## src/rtl/inst_fetch_buffer_if.sv

```systemverilog
// Fetch-side bundle: L1 instruction-memory request/response, EX redirect,
// hazard stall and the IF half of the IF/ID register.
interface inst_fetch_buffer_if #(
  parameter int INST_WIDTH      = 32,
  parameter int INST_ADDR_WIDTH = 32
);
  logic                       imem_req_valid;
  logic [INST_ADDR_WIDTH-1:0] imem_req_addr;
  logic                       imem_req_ready;
  logic                       imem_resp_valid;
  logic [INST_WIDTH-1:0]      imem_resp_inst;
  logic                       redirect_valid;
  logic [INST_ADDR_WIDTH-1:0] redirect_pc;
  logic                       stall_IF;
  logic                       inst_valid_IF;
  logic [INST_WIDTH-1:0]      INST_IF;
  logic [INST_ADDR_WIDTH-1:0] PC_IF;
  logic [INST_ADDR_WIDTH-1:0] PC_plus_4_IF;

  // master: the fetch buffer itself
  modport master (
    output imem_req_valid, imem_req_addr, inst_valid_IF, INST_IF, PC_IF, PC_plus_4_IF,
    input  imem_req_ready, imem_resp_valid, imem_resp_inst, redirect_valid, redirect_pc, stall_IF
  );

  // slave: the surrounding memory, EX stage and hazard unit
  modport slave (
    input  imem_req_valid, imem_req_addr, inst_valid_IF, INST_IF, PC_IF, PC_plus_4_IF,
    output imem_req_ready, imem_resp_valid, imem_resp_inst, redirect_valid, redirect_pc, stall_IF
  );
endinterface

```

## src/rtl/inst_fetch_buffer.sv

```systemverilog
// Instruction fetch buffer: sequential fetch generation, in-order queue of
// {inst, pc}, credit-limited requests and redirect-time dropping of stale fetches.
module inst_fetch_buffer #(
  parameter int                         INST_WIDTH      = 32,
  parameter int                         INST_ADDR_WIDTH = 32,
  parameter int                         DEPTH           = 4,
  parameter logic [INST_ADDR_WIDTH-1:0] RESET_PC        = '0
) (
  input logic                 clk,
  input logic                 rst,
  inst_fetch_buffer_if.master bus
);
  localparam int PW = $clog2(DEPTH);
  localparam int CW = PW + 1;
  localparam logic [INST_WIDTH-1:0]      NOP  = INST_WIDTH'(32'h0000_0013);
  localparam logic [INST_ADDR_WIDTH-1:0] FOUR = INST_ADDR_WIDTH'(4);

  logic [INST_ADDR_WIDTH-1:0] fetch_pc_reg;
  logic [INST_ADDR_WIDTH-1:0] resp_pc_reg;
  logic [PW-1:0]              rd_ptr_reg;
  logic [PW-1:0]              wr_ptr_reg;
  logic [CW-1:0]              count_reg;
  logic [CW-1:0]              inflight_reg;
  logic [CW-1:0]              drop_reg;

  logic [INST_WIDTH-1:0]      inst_mem [DEPTH];
  logic [INST_ADDR_WIDTH-1:0] pc_mem   [DEPTH];

  logic                       head_valid_reg;
  logic [INST_WIDTH-1:0]      head_inst_reg;
  logic [INST_ADDR_WIDTH-1:0] head_pc_reg;
  logic [INST_ADDR_WIDTH-1:0] head_pc4_reg;

  logic [CW:0]                credits_used;
  logic                       req_valid;
  logic                       req_fire;
  logic                       resp_eff;
  logic                       drop_resp;
  logic                       push;
  logic                       pop;
  logic [CW-1:0]              count_after_pop;
  logic [PW-1:0]              next_rd_ptr;
  logic [INST_WIDTH-1:0]      next_mem_inst;
  logic [INST_ADDR_WIDTH-1:0] next_mem_pc;

  // Credits count queued entries plus every outstanding request, stale ones
  // included, so a response can always be pushed without a full check.
  always_comb begin
    credits_used    = {1'b0, count_reg} + {1'b0, inflight_reg};
    req_valid       = !rst && !bus.redirect_valid && (credits_used < (CW+1)'(DEPTH));
    req_fire        = req_valid && bus.imem_req_ready;
    resp_eff        = bus.imem_resp_valid && (inflight_reg != '0);
    drop_resp       = resp_eff && (drop_reg != '0);
    push            = resp_eff && (drop_reg == '0) && !bus.redirect_valid;
    pop             = head_valid_reg && !bus.stall_IF && !bus.redirect_valid;
    count_after_pop = count_reg - CW'(pop);
    next_rd_ptr     = rd_ptr_reg + PW'(pop);
    next_mem_inst   = inst_mem[next_rd_ptr];
    next_mem_pc     = pc_mem[next_rd_ptr];
  end

  assign bus.imem_req_valid = req_valid;
  assign bus.imem_req_addr  = fetch_pc_reg;
  assign bus.inst_valid_IF  = head_valid_reg;
  assign bus.INST_IF        = head_inst_reg;
  assign bus.PC_IF          = head_pc_reg;
  assign bus.PC_plus_4_IF   = head_pc4_reg;

  always_ff @(posedge clk) begin
    if (push) begin
      inst_mem[wr_ptr_reg] <= bus.imem_resp_inst;
      pc_mem[wr_ptr_reg]   <= resp_pc_reg;
    end
  end

  always_ff @(posedge clk) begin
    if (rst) begin
      fetch_pc_reg   <= RESET_PC;
      resp_pc_reg    <= RESET_PC;
      rd_ptr_reg     <= '0;
      wr_ptr_reg     <= '0;
      count_reg      <= '0;
      inflight_reg   <= '0;
      drop_reg       <= '0;
      head_valid_reg <= 1'b0;
      head_inst_reg  <= NOP;
      head_pc_reg    <= '0;
      head_pc4_reg   <= '0;
    end else begin
      inflight_reg <= inflight_reg + CW'(req_fire) - CW'(resp_eff);
      if (bus.redirect_valid) begin
        // Everything still outstanding after this edge belongs to the old path.
        fetch_pc_reg   <= bus.redirect_pc;
        resp_pc_reg    <= bus.redirect_pc;
        drop_reg       <= inflight_reg - CW'(resp_eff);
        count_reg      <= '0;
        rd_ptr_reg     <= '0;
        wr_ptr_reg     <= '0;
        head_valid_reg <= 1'b0;
        head_inst_reg  <= NOP;
        head_pc_reg    <= '0;
        head_pc4_reg   <= '0;
      end else begin
        if (req_fire)  fetch_pc_reg <= fetch_pc_reg + FOUR;
        if (drop_resp) drop_reg     <= drop_reg - CW'(1);
        if (push) begin
          resp_pc_reg <= resp_pc_reg + FOUR;
          wr_ptr_reg  <= wr_ptr_reg + PW'(1);
        end
        count_reg  <= count_after_pop + CW'(push);
        rd_ptr_reg <= next_rd_ptr;
        // Head registers are loaded with whatever will sit at the front next cycle.
        if (count_after_pop != '0) begin
          head_valid_reg <= 1'b1;
          head_inst_reg  <= next_mem_inst;
          head_pc_reg    <= next_mem_pc;
          head_pc4_reg   <= next_mem_pc + FOUR;
        end else if (push) begin
          head_valid_reg <= 1'b1;
          head_inst_reg  <= bus.imem_resp_inst;
          head_pc_reg    <= resp_pc_reg;
          head_pc4_reg   <= resp_pc_reg + FOUR;
        end else begin
          head_valid_reg <= 1'b0;
          head_inst_reg  <= NOP;
          head_pc_reg    <= '0;
          head_pc4_reg   <= '0;
        end
      end
    end
  end

  always_ff @(posedge clk) begin
    if (!rst) begin
      assert (!(bus.imem_resp_valid && (inflight_reg == '0)));
    end
  end
endmodule

```

## src/flat_wrapper.sv

```systemverilog
// flat-port wrapper written by rule: the top's interface ports become plain ports
module inst_fetch_buffer_flat 
#(
  parameter int                         INST_WIDTH      = 32,
  parameter int                         INST_ADDR_WIDTH = 32,
  parameter int                         DEPTH           = 4,
  parameter logic [INST_ADDR_WIDTH-1:0] RESET_PC        = '0
)
  (clk, rst, bus_imem_req_valid, bus_imem_req_addr, bus_inst_valid_IF, bus_INST_IF, bus_PC_IF, bus_PC_plus_4_IF, bus_imem_req_ready, bus_imem_resp_valid, bus_imem_resp_inst, bus_redirect_valid, bus_redirect_pc, bus_stall_IF);
  inst_fetch_buffer_if #(.INST_WIDTH(INST_WIDTH), .INST_ADDR_WIDTH(INST_ADDR_WIDTH)) bus_i ();
  input logic clk;
  input logic rst;
  output wire logic [$bits(bus_i.imem_req_valid)-1:0] bus_imem_req_valid;
  output wire logic [$bits(bus_i.imem_req_addr)-1:0] bus_imem_req_addr;
  output wire logic [$bits(bus_i.inst_valid_IF)-1:0] bus_inst_valid_IF;
  output wire logic [$bits(bus_i.INST_IF)-1:0] bus_INST_IF;
  output wire logic [$bits(bus_i.PC_IF)-1:0] bus_PC_IF;
  output wire logic [$bits(bus_i.PC_plus_4_IF)-1:0] bus_PC_plus_4_IF;
  input wire logic [$bits(bus_i.imem_req_ready)-1:0] bus_imem_req_ready;
  input wire logic [$bits(bus_i.imem_resp_valid)-1:0] bus_imem_resp_valid;
  input wire logic [$bits(bus_i.imem_resp_inst)-1:0] bus_imem_resp_inst;
  input wire logic [$bits(bus_i.redirect_valid)-1:0] bus_redirect_valid;
  input wire logic [$bits(bus_i.redirect_pc)-1:0] bus_redirect_pc;
  input wire logic [$bits(bus_i.stall_IF)-1:0] bus_stall_IF;
  assign bus_imem_req_valid = bus_i.imem_req_valid;
  assign bus_imem_req_addr = bus_i.imem_req_addr;
  assign bus_inst_valid_IF = bus_i.inst_valid_IF;
  assign bus_INST_IF = bus_i.INST_IF;
  assign bus_PC_IF = bus_i.PC_IF;
  assign bus_PC_plus_4_IF = bus_i.PC_plus_4_IF;
  assign bus_i.imem_req_ready = bus_imem_req_ready;
  assign bus_i.imem_resp_valid = bus_imem_resp_valid;
  assign bus_i.imem_resp_inst = bus_imem_resp_inst;
  assign bus_i.redirect_valid = bus_redirect_valid;
  assign bus_i.redirect_pc = bus_redirect_pc;
  assign bus_i.stall_IF = bus_stall_IF;
  inst_fetch_buffer #(.INST_WIDTH(INST_WIDTH), .INST_ADDR_WIDTH(INST_ADDR_WIDTH), .DEPTH(DEPTH), .RESET_PC(RESET_PC)) u_core (.clk(clk), .rst(rst), .bus(bus_i));
endmodule
```

## config.mk

```make
export PLATFORM = sky130hd
export DESIGN_NAME = inst_fetch_buffer_flat
export DESIGN_NICKNAME = d
export VERILOG_FILES = /design/src/rtl/inst_fetch_buffer_if.sv /design/src/rtl/inst_fetch_buffer.sv /design/src/flat_wrapper.sv
export SDC_FILE = /design/constraint.sdc
export NUM_CORES = 1
export LEC_CHECK = 0
export BUFFER_PORTS_ARGS = -buffer_cell sky130_fd_sc_hd__buf_2
export CORE_ASPECT_RATIO = 2
export CORE_MARGIN = 3
export CORE_UTILIZATION = 44
export CTS_BUF_LIST = sky130_fd_sc_hd__clkbuf_4 sky130_fd_sc_hd__clkbuf_8 sky130_fd_sc_hd__clkbuf_16
export CTS_CLUSTER_DIAMETER = 50
export DETAILED_ROUTE_END_ITERATION = 8
export PLACE_DENSITY = 0.73
export SKIP_CTS_REPAIR_TIMING = 1
export SLEW_MARGIN = 20
export SYNTH_ARGS = -nofsm -noshare
export SYNTH_HDL_FRONTEND = slang
export SYNTH_SLANG_ARGS = --single-unit
export TNS_END_PERCENT = 5
```

## constraint.sdc

```tcl
create_clock -name clk -period 4.4 [get_ports clk]
set_clock_uncertainty 0.15 [all_clocks]
set_input_delay 0.22 -clock clk [delete_from_list [all_inputs] [get_ports clk]]
set_output_delay 0.22 -clock clk [all_outputs]
set_load 0.03 [all_outputs]
```

* After elaboration in Yosys (flattened, before gate mapping) *
Memory sizes are Yosys's and may differ from the RTL's.
Cells that the tools add are included.
W data, S select, Z words.

word-level totals
  register bits = 174
  RAM bits = 256
  logic and storage cells = 61
  memories kept = 2

memories
  memory           depth  bits a word  read ports  clocked after memory_dff  wr ports  RTL line                 text
  u_core.inst_mem  4      32           1           0                         1         inst_fetch_buffer.sv:26  logic [INST_WIDTH-1:0] inst_mem [DEPTH];
  u_core.pc_mem    4      32           1           0                         1         inst_fetch_buffer.sv:27  logic [INST_ADDR_WIDTH-1:0] pc_mem [DEPTH];

cells by class
  $add $sub $neg = 12
  magnitude comparators = 1
  multiplexer cells = 15
  reductions and logical operators = 20

operators with widths
  operator                 number
  $mux W32                 10
  $add A32 B3 Y32 const B  3
  $logic_and A1 B1 Y1      9
  $reduce_bool A3 Y1       3
  $sub A3 B1 Y3            3
  $add A3 B1 Y3            2
  $mux W3                  2
  $reduce_bool A2 Y1       3
  $add A3 B3 Y4            1
  $lt A4 B3 Y1 const B     1
  $logic_not A1 Y1         3
  $logic_not A3 Y1         1
  $mux W1                  3
  $sub A3 B1 Y3 const B    1
  $add A2 B1 Y2            1
  $add A2 B1 Y2 const B    1
  $reduce_or A2 Y1         1

* Longest topological paths before layout *
Gate-level depths: netlist of run 1.
An unclocked memory read counts as a cell.

  depth after elaboration = 7
  gate-level depth with buffers = 14

* Least setup slack after synthesis of run 1 *
No wires, ideal clock.

  path kind = input port to flip-flop
  start = in bus_redirect_valid
  end = reg u_core.head_pc4_reg[28] (netlist: u_core.bus.PC_plus_4_IF[28])
  library setup time = 0.064 ns
  arrival time = 3.521 ns
  required time = 4.186 ns
  setup slack = 0.665 ns
  stages = 13
  path buffers = 3
  cell sequence = clkbuf_1 clkbuf_1 nor3b_1 ha_1 xor2_2 buf_2 mux4_1 ha_1 o211ai_1 a222oi_1 nand4b_2 or4_1 nand3_1

between the ends
  cells in the longest elaborated chain, start to end = 6
  elaborated cells on any way between the ends = 11
  those cells by class = add/sub: 3; mux: 2; reduce/logical: 5; memory: 1

RTL lines
  what                  RTL line                                          text
  from (decl)           flat_wrapper.sv:22                                input wire logic [$bits(bus_i.redirect_valid)-1:0] bus_redirect_valid;
  $logic_not A1 Y1      inst_fetch_buffer.sv:54, inst_fetch_buffer.sv:55
  $logic_and A1 B1 Y1   inst_fetch_buffer.sv:55                           pop = head_valid_reg && !bus.stall_IF && !bus.redirect_valid;
  $add A2 B1 Y2         inst_fetch_buffer.sv:57                           next_rd_ptr = rd_ptr_reg + PW'(pop);
  $mem_v2 Z4 W32        --
  $add A32 B3 Y32       inst_fetch_buffer.sv:117                          head_pc4_reg <= next_mem_pc + FOUR;
  $mux W32              inst_fetch_buffer.sv:113                          if (count_after_pop != '0) begin
  to (signal assigned)  inst_fetch_buffer.sv:117
  to (signal assigned)  inst_fetch_buffer.sv:122                          head_pc4_reg <= resp_pc_reg + FOUR;
  to (decl)             inst_fetch_buffer.sv:32                           logic [INST_ADDR_WIDTH-1:0] head_pc4_reg;

Several ways; a longest one is shown, not always the timed one.
A chain may end at the register's enable or synchronous reset.

* Worst setup path after layout of run 1 *
  start = reg u_core.head_valid_reg (netlist: u_core.bus.inst_valid_IF)
  end = reg u_core.head_pc4_reg[28] (netlist: u_core.bus.PC_plus_4_IF[28])

between the ends
  cells in the longest elaborated chain, start to end = 6
  elaborated cells on any way between the ends = 8
  those cells by class = add/sub: 3; mux: 1; reduce/logical: 3; memory: 1

RTL lines
  what                                  RTL line                  text
  from (decl)                           inst_fetch_buffer.sv:29   logic head_valid_reg;
  from (signal assigned)                inst_fetch_buffer.sv:85   head_valid_reg <= 1'b0;
  from (signal assigned)                inst_fetch_buffer.sv:99   head_valid_reg <= 1'b0;
  from (signal assigned)                inst_fetch_buffer.sv:114  head_valid_reg <= 1'b1;
  $logic_and A1 B1 Y1 (*) (2 in a row)  inst_fetch_buffer.sv:55
  $add A2 B1 Y2                         inst_fetch_buffer.sv:57
  $mem_v2 Z4 W32                        --
  $add A32 B3 Y32                       inst_fetch_buffer.sv:117
  $mux W32 (*)                          inst_fetch_buffer.sv:113

Mark *: on every way between the ends. The rest lies on a longest branch, timed or not.

==> impl_metrics.ini, run 1 <==
[grt]
antenna_found_initial = 2
grtUsageTotal_pct = 21.6
grt_pass1_vias = 13000
grt_pass1_wl_mm = 73.9
gr-total-overflow = 0
grt_max_degree = 65

[cells_and_area]
area_delta_synth_final_pct = 19.5
stdcell_count = 2279
reg_top3 = u_core.inst_mem: 128 flops, u_core.pc_mem: 128 flops
utilization_pct = 53.3
layout-drive-gt1-share_pct = 21.7
nNetsFinal = 1804

[cts]
cts_tree = done
cts_sinks = 428
cts.clk_slew.worst_paths_ns = 0.07
cts_inserted_buffers = 38
max-clock-path-buffers = 3
htree_levels = 2
clk_latency_ns = 0.54
root_buffer = clkbuf_16

[worst_setup_path]
rr_worst_depth = 12
worst_path_max_delay_cell = or4_1
crit_path_start_kind = flip-flop
cpLargestDelayFamily = simple AND/OR/NAND/NOR gates
cp.arrival_ns = 4.05
critPathCaptureType = flip-flop
cp.required_ns = 4.72
cp_cell_sequence = nor3b_1 > ha_4 > xor2_4 > buf_4 > mux4_1 > ha_1 > o211ai_1 > a222oi_1 > buf_4 > nand4b_2 > or4_1 > nand3_1
criticalPathCategory = reg2reg
crit_buf_inv = 2
crit_fanout = 12
rrSetupSlack_ns = 0.68
path_common_cell = buf_4
r2r-end = u_core.bus.PC_plus_4_IF[28]
cp_slowest_stage_delay_ns = 0.45
regToRegStartpoint = u_core.bus.inst_valid_IF

[sta]
finalHoldViolCount = 0
timing.final.crit_share_pct = 84.6
slew_headroom_pct = 29.8
tightestPinTransition_ns = 1.05
min_period_ns = 3.72
maxSlewViolCount = 0
rsz0062_at_grt = false
setup_viol = 0
tns_ns = 0
fmax_ghz = 0.269

[yosys]
netlist_top_cells_area = edfxtp_1 42%, dfxtp_1 19%, mux4_2 5.6%, nand2_1 3.3%, nand3_1 3.0%
synth-edff-count = 256
syn_nets = 1562
synth_cell_types = 79
synth_top_flop_cell = edfxtp_1
async_flop_share_pct = 0
syn_inst = 1471
yosysTopAreaCellShare_pct = 41.9
ys_ff_latch = 428
synth_area_um2 = 18300
avgSynthCellArea_um2 = 12.5
ys_seq_area_share_pct = 60.7
synth_largest_area_cell = edfxtp_1
ys_warn_count = 0

[power_and_ir_drop]
combPwrFrac_pct = 13.5
p_seq_share_pct = 48.9
power_mw = 9.34
vdd_drop_max_mv = 0.299
p_clk_share_pct = 37.6
leakage_nw = 7.75
power_density_nw_per_um2 = 426
power_switching_mw = 2.42
switching_share_pct = 26.0
internal_power_mw = 6.92

[routing]
drt-met1-wl_mm = 18.7
vias_per_cell = 5.73
final_antenna_net_count = 0
wl_met3_mm = 2.31
wl_mm = 48.8
dr.pass1.iters = 5
wl_met2_mm = 25.8
initialDrtViolationCount = 1056
maxUsedRoutingLayer = met4
drc = 0
wire_per_inst_um = 21.4
via_count = 13100

[die]
ios = 200
core.rowCount = 105
core_um2 = 41100
dieArea_um2 = 44300
die_y_um = 295
dieWidth_um = 150
start_util_pct = 44.6

[min_path]
hold_path_depth = 3
hold_start = rst
hold_path_end = u_core.resp_pc_reg[22]
hp-class = in2reg

[placed_design]
portBuffers = 199
dp_hpwl_mm = 33.0
gp_congestion = 0.897
placed_cells = 2144

[outcome]
status = finished, final reports clean

[job]
cap_violations = 0
-- cell families (layout without fill, tap and decap cells) --
family | count (synthesis) | in the layout | synth area share, %
AND/OR/NAND/NOR | 504 | 504 | 13.9
flip-flops | 428 | 428 | 60.7
AO/OA/AOI/OAI | 241 | 241 | 8.21
buffers and inverters | 122 | 394 | 3.05
XOR/XNOR | 83 | 83 | 4.01
multiplexers | 72 | 72 | 8.62
adder cells (fa/ha/maj) | 21 | 21 | 1.47
other | 0 | 1 | 0
-- synthesized netlist by cell type (all sizes together) (10+ instances only) --
master	instances
nand3	114
a211oi	10
nand3b	10
a31oi	15
inv	25
dfxtp	172
o22ai	11
buf	30
nor3	27
nand2	161
nor2	72
ha	20
a21boi	22
nand4	27
o211ai	13
or3	10
a21oi	106
xor2	32
xnor2	51
nor4	16
mux4	63
edfxtp	256
o21ai	29
and3	21
clkbuf	66
-- per-stage QoR --
stage	hold slack, ns	area (um2)	setup slack [ns]
global route	0.0548	21900	0.526
CTS	-0.260	21300	0.714
floorplan	0.169	18300	0.665
detailed placement	0.299	19900	0.653
finish	0.0327	21900	0.678
global placement	0.292	19900	0.736
-- tightest hold or removal path: cells and delay by family --
| kind | cells | cell delay [ns] |
|---|---|---|
| buffers and inverters | 2 | 0.34 |
| and+or+nand+nor | 1 | 0.12 |
-- per-layer routing --
layer	GRT usage, %	vias up
met3	2.25	107
met5	0	-
met2	39.3	495
met4	8.85	0
li1	-	6030
met1	25.8	6431
-- power groups by stage --
stage	Sequential (mW)	Clock [mW]	Combinational (mW)
final	4.57	3.51	1.26
after global routing	4.59	3.72	1.37
after CTS	4.57	3.59	1.22
after detailed placement	4.66	0	1.21
after global placement	4.65	0	1.19
after floorplan	4.74	0	0.700
-- cells in the final DEF (no fill, tap or decap), types with 11 or more instances in the layout --
cell / Yosys / final
a21boi_0: 21 / 21
dfxtp_1: 172 / 172
nor3_1: 27 / 26
mux4_1: 17 / 17
nor4_1: 15 / 15
buf_2: 6 / 199
nand3_1: 110 / 110
nand4_1: 26 / 26
inv_1: 24 / 24
o22ai_1: 11 / 11
ha_1: 20 / 19
o21ai_0: 28 / 28
mux4_2: 46 / 46
a21oi_1: 106 / 106
dlygate4sd3_1: 0 / 64
o211ai_1: 12 / 12
a31oi_1: 15 / 15
buf_4: 2 / 29
clkbuf_16: 0 / 43
xor2_1: 31 / 31
edfxtp_1: 256 / 256
nand2_1: 161 / 161
xnor2_1: 51 / 50
and3_1: 19 / 15
nor2_1: 72 / 72
-- worst max path at each step --
stage	start	endpoint	slack, ns	cells past startpoint
after floorplan	bus_redirect_valid	u_core.bus.PC_plus_4_IF[28]	0.67	13
after global placement	bus_redirect_valid	u_core.bus.PC_plus_4_IF[28]	0.74	13
after detailed placement	bus_redirect_valid	u_core.bus.PC_plus_4_IF[28]	0.65	13
after CTS	u_core.bus.inst_valid_IF	u_core.bus.PC_plus_4_IF[28]	0.71	12
after global routing	u_core.bus.inst_valid_IF	u_core.bus.PC_plus_4_IF[28]	0.53	12
final	u_core.bus.inst_valid_IF	u_core.bus.PC_plus_4_IF[28]	0.68	12
-- cell type report --
cell class                      count  area (um2)
Antenna cell                        1        2.50
Clock buffer                       56        1190
Multi-Input combinational cell    921        6710
Tap cell                          535         669
Timing Repair Buffer              298        1970
Clock inverter                     14         144
Fill cell                        3450       19200
Sequential cell                   428       11100
Inverter                           26        97.6
Power figures use the tool's default switching activity.
==> inputs of run 2 (changes only) <==
- clock period: 4.4 -> 3.8 ns (I/O delays scaled with it)
==> impl_metrics.ini, run 2 (same netlist as run 1, synthesis figures left out) <==
[grt]
grt_pass1_vias = 13200
grt_pass1_wl_mm = 75.6
grt_max_degree = 76
grtUsageTotal_pct = 22.2
antenna_found_initial = 0
gr-total-overflow = 0

[die]
start_util_pct = 44.6
die_y_um = 295
dieWidth_um = 150
dieArea_um2 = 44300
core.rowCount = 105
core_um2 = 41100
ios = 200

[sta]
timing.final.crit_share_pct = 92.3
maxSlewViolCount = 0
slew_headroom_pct = 23.5
finalHoldViolCount = 3
tightestPinTransition_ns = 1.14
min_period_ns = 3.51
hold_ws_ns = -0.00593
rsz0062_at_grt = false
tns_ns = 0
setup_viol = 0
fmax_ghz = 0.285

[cts]
root_buffer = clkbuf_16
max-clock-path-buffers = 3
clk_latency_ns = 0.54
htree_levels = 2
cts_inserted_buffers = 39
cts.clk_slew.worst_paths_ns = 0.07
cts_tree = done
cts_sinks = 428

[worst_setup_path]
cp.arrival_ns = 3.84
critPathCaptureType = flip-flop
cp.required_ns = 4.13
crit_fanout = 7
worst_path_max_delay_cell = a222oi_1
crit_path_start_kind = flip-flop
cp_cell_sequence = nor3b_1 > buf_4 > ha_4 > mux4_1 > ha_1 > o211ai_1 > a222oi_1 > buf_4 > nand4b_2 > or4_1 > nand3_1
criticalPathCategory = reg2reg
cp_slowest_stage_delay_ns = 0.47
path_common_cell = buf_4

[cells_and_area]
nNetsFinal = 1822
fillerInstances = 3357
mostFrequentLayoutCells = 256 x edfxtp_1, 199 x buf_2, 172 x dfxtp_1
layout-drive-gt1-share_pct = 22.5
reg_top3 = u_core.inst_mem: 128 flops, u_core.pc_mem: 128 flops
final_common_cell = edfxtp_1
area_delta_synth_final_pct = 20.9
design_area_um2 = 22200
antennaDiodeCount = 0

[placed_design]
postPlaceCellArea_um2 = 20100
portBuffers = 199
gp_congestion = 0.887
dp_hpwl_mm = 33.5

[routing]
final_antenna_net_count = 0
initialDrtViolationCount = 948
wl_mm = 49.9
via_count = 13200
wire_per_inst_um = 21.8
dr.pass1.iters = 6
vias_per_cell = 5.74
drc = 0

[job]
cap_violations = 0

[power_and_ir_drop]
leakage_nw = 7.85
power_density_nw_per_um2 = 504
vdd_drop_max_mv = 0.362

[outcome]
status = finished with violations
failed_checks = hold timing

[min_path]
hp-class = in2reg
==> run 2: where the power goes <==
part | switching [mW] | internal, mW
Sequential | 0.154 | 5.13
Clock | 1.77 | 2.62
Combinational | 0.972 | 0.528
==> run 2: per-layer routing <==
layer | part of all wire [%] | global-route usage, % | vias to the layer above | wire, um
met2 | 52 | 39.0 | 568 | 25800
met5 | 0 | 0 | - | 0
met4 | 5.2 | 11.8 | 0 | 2590
met1 | 37 | 25.8 | 6451 | 18400
met3 | 6.2 | 3.23 | 126 | 3110
li1 | - | - | 6036 | -
==> run 2: critical path, delay by kind of cell (launching register included) <==
kind / cells / cell delay [ns]
compound gates: 2 / 0.63
mux: 1 / 0.41
flops: 1 / 0.32
fa+ha+maj: 2 / 0.60
buf+inv: 2 / 0.40
simple gates: 4 / 0.94
==> run 2: metrics by stage <==
| step | setup WS (ns) | power, mW | hold WS [ns] | util, % | instances |
|---|---|---|---|---|---|
| global placement | 0.218 | 6.80 | 0.267 | 48.8 | 2161 |
| global route | 0.129 | 11.6 | 0.0188 | 53.9 | 2295 |
| detailed placement | 0.257 | 6.83 | 0.278 | 48.8 | 2161 |
| floorplan | 0.0954 | 6.30 | 0.139 | - | 1471 |
| CTS | 0.302 | 11.2 | -0.290 | 52.4 | 2231 |
| finish | 0.292 | 11.2 | -0.00593 | 53.9 | 2295 |
==> run 2: path summary, 6_finish.rpt <==
kind | slack [ns] | end | depth (start not counted) | start
worst max-delay path | 0.29 | u_core.bus.PC_plus_4_IF[28] | 11 | u_core.bus.inst_valid_IF
worst max register to register | 0.29 | u_core.bus.PC_plus_4_IF[28] | 11 | u_core.bus.inst_valid_IF
worst min register to register | 0.30 | u_core.bus.imem_req_addr[1] | 2 | u_core.bus.imem_req_addr[1]
worst min-delay path | -0.006 | u_core.resp_pc_reg[22] | 2 | rst
==> run 2: area by class of cell <==
class	instances	area [um2]	area share, %
multi-input cells	921	6700	30.2
well taps	535	669	3.02
clock inverters	24	360	1.63
clock buffers	46	1090	4.90
repair buffers	315	2130	9.59
inverters	26	97.6	0.440
flip-flops and latches	428	11100	50.2
